<file path="config.mk">
export PLATFORM = sky130hd
export DESIGN_NAME = skeleton_frame_scheduler
export DESIGN_NICKNAME = d
export VERILOG_FILES = /design/src/rtl/skel_sched_pkg.sv /design/src/rtl/skel_watchdog.sv /design/src/rtl/skeleton_frame_scheduler.sv
export SDC_FILE = /design/constraint.sdc
export NUM_CORES = 1
export LEC_CHECK = 0
export CORE_MARGIN = 8
export CORE_UTILIZATION = 53
export CTS_CLUSTER_SIZE = 25
export DETAILED_ROUTE_END_ITERATION = 10
export PLACE_DENSITY = 0.86
export SLEW_MARGIN = 25
export SYNTH_ARGS = -nofsm -noshare
export SYNTH_HDL_FRONTEND = slang
export SYNTH_SLANG_ARGS = --single-unit
</file>
<file path="constraint.sdc">
create_clock -name clk_in -period 3.5 [get_ports clk_in]
set_input_delay 0.35 -clock clk_in [delete_from_list [all_inputs] [get_ports clk_in]]
set_output_delay 0.35 -clock clk_in [all_outputs]
set_load 0.01 [all_outputs]
</file>
<file path="src/rtl/skel_sched_pkg.sv">
// Shared types and helpers for the skeleton frame scheduler.
//   sched_state_t : scheduler FSM encoding (also exported on state_out)
//   sat_inc16     : 16-bit saturating increment used by the frame counters
package skel_sched_pkg;

   localparam int unsigned CNT_W = 16;

   typedef enum logic [1:0] {
      IDLE    = 2'd0,
      LOAD    = 2'd1,
      WAIT    = 2'd2,
      RECOVER = 2'd3
   } sched_state_t;

   // Increment that sticks at all-ones instead of wrapping
   function automatic logic [CNT_W-1:0] sat_inc16(input logic [CNT_W-1:0] value);
      return (value == {CNT_W{1'b1}}) ? value : value + CNT_W'(1);
   endfunction

endpackage

</file>
<file path="src/rtl/skel_watchdog.sv">
// Loadable cycle counter with synchronous clear, count enable and an expire
// strobe that fires in the enabled cycle where the count equals limit.
//   clk, rst_n : clock, asynchronous active-low reset
//   clr        : synchronous clear to zero (highest priority)
//   load       : synchronous load of load_val
//   en         : advance the count by one
//   limit      : terminal count compared against while enabled
//   expire_c   : combinational strobe, en && count == limit
module skel_watchdog #(
   parameter int unsigned WIDTH = 8
) (
   input  logic             clk,
   input  logic             rst_n,
   input  logic             clr,
   input  logic             load,
   input  logic [WIDTH-1:0] load_val,
   input  logic             en,
   input  logic [WIDTH-1:0] limit,
   output logic             expire_c
);

   logic [WIDTH-1:0] count;

   // Counter register
   always_ff @(posedge clk or negedge rst_n) begin
      if (!rst_n) begin
         count <= '0;
      end else if (clr) begin
         count <= '0;
      end else if (load) begin
         count <= load_val;
      end else if (en) begin
         count <= count + WIDTH'(1);
      end
   end

   assign expire_c = en && !clr && (count == limit);

endmodule

</file>
<file path="src/rtl/skeleton_frame_scheduler.sv">
// Frame admission, decimation, drop accounting and hang recovery in front of
// the skeletonizer; also holds the most recent centre-of-mass result.
//   clk_in, rst_n_in           : clock, asynchronous active-low reset
//   enable_in                  : permit admission of new frames
//   hcount/vcount/pixel/valid  : thresholded camera pixel stream
//   skel_*_out                 : pixel stream and synchronous reset to skeletonizer
//   skel_busy_in, skel_com_*   : skeletonizer status and centre-of-mass result
//   com_*_out                  : latched centre-of-mass, sticky valid, update pulse
//   frames_done/dropped_out    : saturating frame statistics
//   timeout_out, state_out     : sticky watchdog flag, FSM state
module skeleton_frame_scheduler
   import skel_sched_pkg::*;
#(
   parameter  int unsigned HORIZONTAL_COUNT = 320,
   parameter  int unsigned VERTICAL_COUNT   = 180,
   parameter  int unsigned DECIMATE         = 1,
   parameter  int unsigned TIMEOUT_CYCLES   = 4000000,
   parameter  int unsigned RST_CYCLES       = 4,
   localparam int unsigned HWIDTH           = $clog2(HORIZONTAL_COUNT),
   localparam int unsigned VWIDTH           = $clog2(VERTICAL_COUNT)
) (
   input  logic              clk_in,
   input  logic              rst_n_in,
   input  logic              enable_in,
   input  logic [HWIDTH-1:0] hcount_in,
   input  logic [VWIDTH-1:0] vcount_in,
   input  logic              pixel_in,
   input  logic              pixel_valid_in,
   output logic [HWIDTH-1:0] skel_hcount_out,
   output logic [VWIDTH-1:0] skel_vcount_out,
   output logic              skel_pixel_out,
   output logic              skel_pixel_valid_out,
   output logic              skel_rst_out,
   input  logic              skel_busy_in,
   input  logic [HWIDTH-1:0] skel_com_x_in,
   input  logic [VWIDTH-1:0] skel_com_y_in,
   input  logic              skel_com_valid_in,
   output logic [HWIDTH-1:0] com_x_out,
   output logic [VWIDTH-1:0] com_y_out,
   output logic              com_valid_out,
   output logic              com_update_out,
   output logic [15:0]       frames_done_out,
   output logic [15:0]       frames_dropped_out,
   output logic              timeout_out,
   output logic [1:0]        state_out
);

   localparam int unsigned RW = $clog2(RST_CYCLES + 1);
   localparam int unsigned TW = $clog2(TIMEOUT_CYCLES + 1);
   localparam int unsigned DW = $clog2(DECIMATE + 1);

   sched_state_t  state;
   logic [DW-1:0] dcnt;
   logic          seen_busy;
   logic          fs;
   logic          fe;
   logic          admit;
   logic          fwd;
   logic          rst_done;
   logic          wait_expired;

   // Frame boundary decode and forwarding decision
   always_comb begin
      fs    = pixel_valid_in && (hcount_in == '0) && (vcount_in == '0);
      fe    = pixel_valid_in && (hcount_in == HWIDTH'(HORIZONTAL_COUNT - 1))
                             && (vcount_in == VWIDTH'(VERTICAL_COUNT - 1));
      admit = enable_in && (dcnt == '0);
      fwd   = ((state == LOAD) && pixel_valid_in) || ((state == IDLE) && fs && admit);
   end

   // Length of the skeletonizer reset pulse
   skel_watchdog #(.WIDTH(RW)) u_rst_timer (
      .clk      (clk_in),
      .rst_n    (rst_n_in),
      .clr      (state != RECOVER),
      .load     (1'b0),
      .load_val ('0),
      .en       (state == RECOVER),
      .limit    (RW'(RST_CYCLES - 1)),
      .expire_c (rst_done)
   );

   // Bound on how long the skeletonizer may take per frame
   skel_watchdog #(.WIDTH(TW)) u_wait_timer (
      .clk      (clk_in),
      .rst_n    (rst_n_in),
      .clr      (state != WAIT),
      .load     (1'b0),
      .load_val ('0),
      .en       (state == WAIT),
      .limit    (TW'(TIMEOUT_CYCLES - 1)),
      .expire_c (wait_expired)
   );

   // Scheduler FSM with registered outputs
   always_ff @(posedge clk_in or negedge rst_n_in) begin
      if (!rst_n_in) begin
         state                <= RECOVER;
         dcnt                 <= '0;
         seen_busy            <= 1'b0;
         skel_hcount_out      <= '0;
         skel_vcount_out      <= '0;
         skel_pixel_out       <= 1'b0;
         skel_pixel_valid_out <= 1'b0;
         skel_rst_out         <= 1'b1;
         com_x_out            <= '0;
         com_y_out            <= '0;
         com_valid_out        <= 1'b0;
         com_update_out       <= 1'b0;
         frames_done_out      <= '0;
         frames_dropped_out   <= '0;
         timeout_out          <= 1'b0;
      end else begin
         skel_pixel_valid_out <= 1'b0;
         com_update_out       <= 1'b0;

         if (fwd) begin
            skel_hcount_out      <= hcount_in;
            skel_vcount_out      <= vcount_in;
            skel_pixel_out       <= pixel_in;
            skel_pixel_valid_out <= 1'b1;
         end

         // Results produced while the skeletonizer is held in reset are ignored
         if (skel_com_valid_in && (state != RECOVER)) begin
            com_x_out      <= skel_com_x_in;
            com_y_out      <= skel_com_y_in;
            com_valid_out  <= 1'b1;
            com_update_out <= 1'b1;
         end

         unique case (state)
            IDLE: begin
               if (fs) begin
                  dcnt <= (dcnt == DW'(DECIMATE - 1)) ? '0 : dcnt + DW'(1);
                  if (admit) begin
                     state <= LOAD;
                  end else begin
                     frames_dropped_out <= sat_inc16(frames_dropped_out);
                  end
               end
            end
            LOAD: begin
               // A fresh frame start restarts loading; the aborted frame is a drop
               if (fs) begin
                  frames_dropped_out <= sat_inc16(frames_dropped_out);
               end else if (fe) begin
                  state     <= WAIT;
                  seen_busy <= 1'b0;
               end
            end
            WAIT: begin
               if (fs) begin
                  frames_dropped_out <= sat_inc16(frames_dropped_out);
               end
               if (skel_busy_in) begin
                  seen_busy <= 1'b1;
               end
               if (wait_expired) begin
                  timeout_out  <= 1'b1;
                  skel_rst_out <= 1'b1;
                  state        <= RECOVER;
               end else if (seen_busy && !skel_busy_in) begin
                  frames_done_out <= sat_inc16(frames_done_out);
                  state           <= IDLE;
               end
            end
            RECOVER: begin
               if (fs) begin
                  frames_dropped_out <= sat_inc16(frames_dropped_out);
               end
               if (rst_done) begin
                  skel_rst_out <= 1'b0;
                  state        <= IDLE;
               end
            end
         endcase
      end
   end

   assign state_out = 2'(state);

endmodule
</file>
==> reports/qor.yml <==
critical_path:
  cp-end-kind: "flop"
  path_max_fanout: 19
  cp.arrival_ps: 2800
  crit_type: "input pin to flop"
  required_ps: 3750
  start_kind: "input pin"
route:
  highest-signal-layer: "met4"
  wirelength_mm: 10.4
  drcViolationCount: 0
  wl_met2_mm: 5.20
  avgRoutedWirePerCell_um: 17.0
  via_count: 3366
  drt_first_pass_iters: 4
  via_per_inst: 5.50
  wl_met1_mm: 4.42
  drt_iter0_drc: 122
  ant_nets: 0
  wl_met3_um: 626
clocking:
  post_cts_resized: 0
  clock-sinks: 100
  cts_setup_buffers: 0
  htreeDepth: 3
  cts_buffers: 9
  clk_latency_ps: 360
  clk_pin_slew_ps: 100
  cts_tree: "done"
  cts_buffer_depth: 2
  ctsHoldBuffers: 0
  cts-root-buf: "clkbuf_8"
timing:
  hold_viol: 0
  max_clock_freq_mhz: 391
  fin_crit_sh_pct: 73.1
  finalSetupTns_ps: 0
  drv_slew: 0
  relSlewSlack_pct: 37.5
  fin_crit_ps: 2560
  fin_skew_ps: 16.1
  rsz0062_at_grt: "false"
  setup_viol: 0
  worstMarginPinSlew_ps: 937
yosys:
  synth-async-reset-ratio_pct: 100
  yosys_warnings: 0
  netlist_area_um2: 4520
  synth_top_cells_by_area: "dfrtp_1 54%, mux2_2 6.7%, xnor2_1 5.0%"
  synth_flop_cell: "dfrtp_1"
  synth-edff-count: 0
  synth_cell_types: 42
  synth_top_cell_area_share_pct: 53.7
  ys_seq_elements: 100
  syn_nets: 431
  synth_top_area_cell: "dfrtp_1"
  syn_inst: 385
  ys_seq_area_share_pct: 55.4
  syn_avg_cell_area_um2: 11.7
floorplanning:
  dieArea_um2: 11700
  fp.dieW_um: 108
  rows: 33
  core_region_area_um2: 8260
  io_pins: 115
  fp.dieH_um: 108
  initial_core_util_pct: 54.7
power_and_ir_drop:
  internal_power_mw: 1.77
  p_seq_share_pct: 53.6
  switchingPower_uw: 504
  irDropWorstVdd_v: 0.000240
  clkPwrFrac_pct: 35.4
  switching_share_pct: 22.2
  fin_total_pwr_mw: 2.28
  comb_power_share_pct: 11.0
  power_leakage_nw: 2.52
  powerDensity_nw_per_um2: 381
grt:
  overflow: 0
  grt_pass1_wl_mm: 17.4
  grt_max_degree: 71
  grt_pass1_vias: 3548
  antenna_found_initial: 0
  grt_usage_pct: 18.2
finish:
  drive_above_1_share_pct: 12.6
  nets: 549
  area_delta_synth_final_pct: 32.1
  diodes: 0
  final_cells: 612
job:
  maxCapViolCount: 0
placed_design:
  io_buffers: 114
  place_inst: 597
  routabilityCongestion: 0.804
  dp_hpwl_mm: 7.82
hold_path:
  hp-class: "input pin to async pin"
status:
  status: "finished, final reports clean"
layout by cell type (no fill, tap or decap), types with 7 or more instances in the layout:
cell type,count
xnor2_1,26
nand3_1,25
clkbuf_8,10
or4_1,7
mux2_4,9
nor2_1,32
and3_1,17
dfrtp_1,97
mux2_2,27
xor2_1,22
nor3_1,8
nand2_1,28
nand4_1,18
clkdlybuf4s50_1,113
power groups by stage:
stage	Clock [mW]	Combinational (mW)	Sequential, mW
2_1_floorplan	0	0.0634	1.26
3_3_place_gp	0	0.248	1.24
3_5_place_dp	0	0.254	1.24
4_1_cts	0.823	0.254	1.22
5_1_grt	0.868	0.269	1.23
6_report	0.806	0.249	1.22
area by class of cell:
type / instances / area [µm²]
clock buffers: 10 / 138
flip-flops and latches: 100 / 2510
repair buffers: 117 / 1160
clock inverters: 5 / 83.8
inverters: 6 / 22.5
well taps: 105 / 131
multi-input cells: 269 / 1930
fillers: 578 / 2290
logic make-up (layout without fill, tap and decap cells):
kind of cell | count (synthesis) | after routing | share of synthesized area (%)
simple gates | 163 | 163 | 19.7
flops | 100 | 100 | 55.4
xor+xnor | 48 | 48 | 9.30
mux | 37 | 37 | 9.96
compound gates | 16 | 16 | 2.35
buf+inv | 16 | 138 | 1.88
fa+ha+maj | 5 | 5 | 1.38
state kept, by name, indices dropped and copies added, names as in the netlist, 2 cells and up:
name / count
frames_dropped_out: 16
com_y_out: 8
com_x_out: 9
u_rst_timer.count: 3
skel_hcount_out: 9
frames_done_out: 16
skel_vcount_out: 8
u_wait_timer.count: 22
state_out: 2
final timing paths:
| check | from | endpoint | slack (ps) | cells after the start |
|---|---|---|---|---|
| worst max-delay path | vcount_in[3] | skel_hcount_out[5]$_DFFE_PN0P_ | 940 | 6 |
| worst min register to register | u_rst_timer.count[0]$_DFF_PN0_ | u_rst_timer.count[0]$_DFF_PN0_ | 450 | 1 |
| max in group asynchronous | rst_n_in | u_wait_timer.count[14]$_DFF_PN0_ | 2660 | 2 |
| min in group clk_in | u_rst_timer.count[0]$_DFF_PN0_ | u_rst_timer.count[0]$_DFF_PN0_ | 450 | 1 |
| worst max register to register | u_wait_timer.count[17]$_DFF_PN0_ | frames_done_out[1]$_DFFE_PN0P_ | 1080 | 5 |
| worst min-delay path | rst_n_in | frames_done_out[13]$_DFFE_PN0P_ | 90 | 1 |
layer usage:
metal / vias up / GRT usage (%)
met5: - / 0
met4: 0 / 6.26
met3: 12 / 4.34
met2: 100 / 29.7
met1: 1655 / 23.3
li1: 1599 / -
Yosys cell counts (2+ instances only):
| cell type | n |
|---|---|
| a21oi_1 | 3 |
| and3_1 | 17 |
| and4_1 | 6 |
| clkbuf_1 | 6 |
| dfrtp_1 | 97 |
| dfstp_2 | 3 |
| ha_1 | 5 |
| inv_1 | 6 |
| mux2_2 | 27 |
| mux2_4 | 9 |
| nand2_1 | 28 |
| nand3_1 | 25 |
| nand4_1 | 18 |
| nor2_1 | 32 |
| nor3_1 | 8 |
| nor4_1 | 6 |
| o21a_1 | 2 |
| o21ai_0 | 5 |
| or2_2 | 2 |
| or3_1 | 5 |
| or4_1 | 7 |
| or4bb_1 | 2 |
| xnor2_1 | 26 |
| xor2_1 | 22 |
per-stage QoR:
step | util, % | setup slack [ps] | hold WS, ps | instance area, µm²
final | 72.3 | 942 | 85.2 | 5970
after CTS | 72.3 | 935 | 112 | 5970
after floorplan | - | 1290 | 54.4 | 4520
after global routing | 72.3 | 849 | 163 | 5970
after detailed placement | 69.6 | 569 | 429 | 5750
after global placement | 69.6 | 681 | 431 | 5750
worst max-delay path: stages:
cell and delay [ps]:
clkdlybuf4s50_1 430, nor4b_1 390, nand2_1 180, or4_1 560, o21a_1 460, mux2_4 440
No activity file was read; power rests on OpenSTA's default activity.
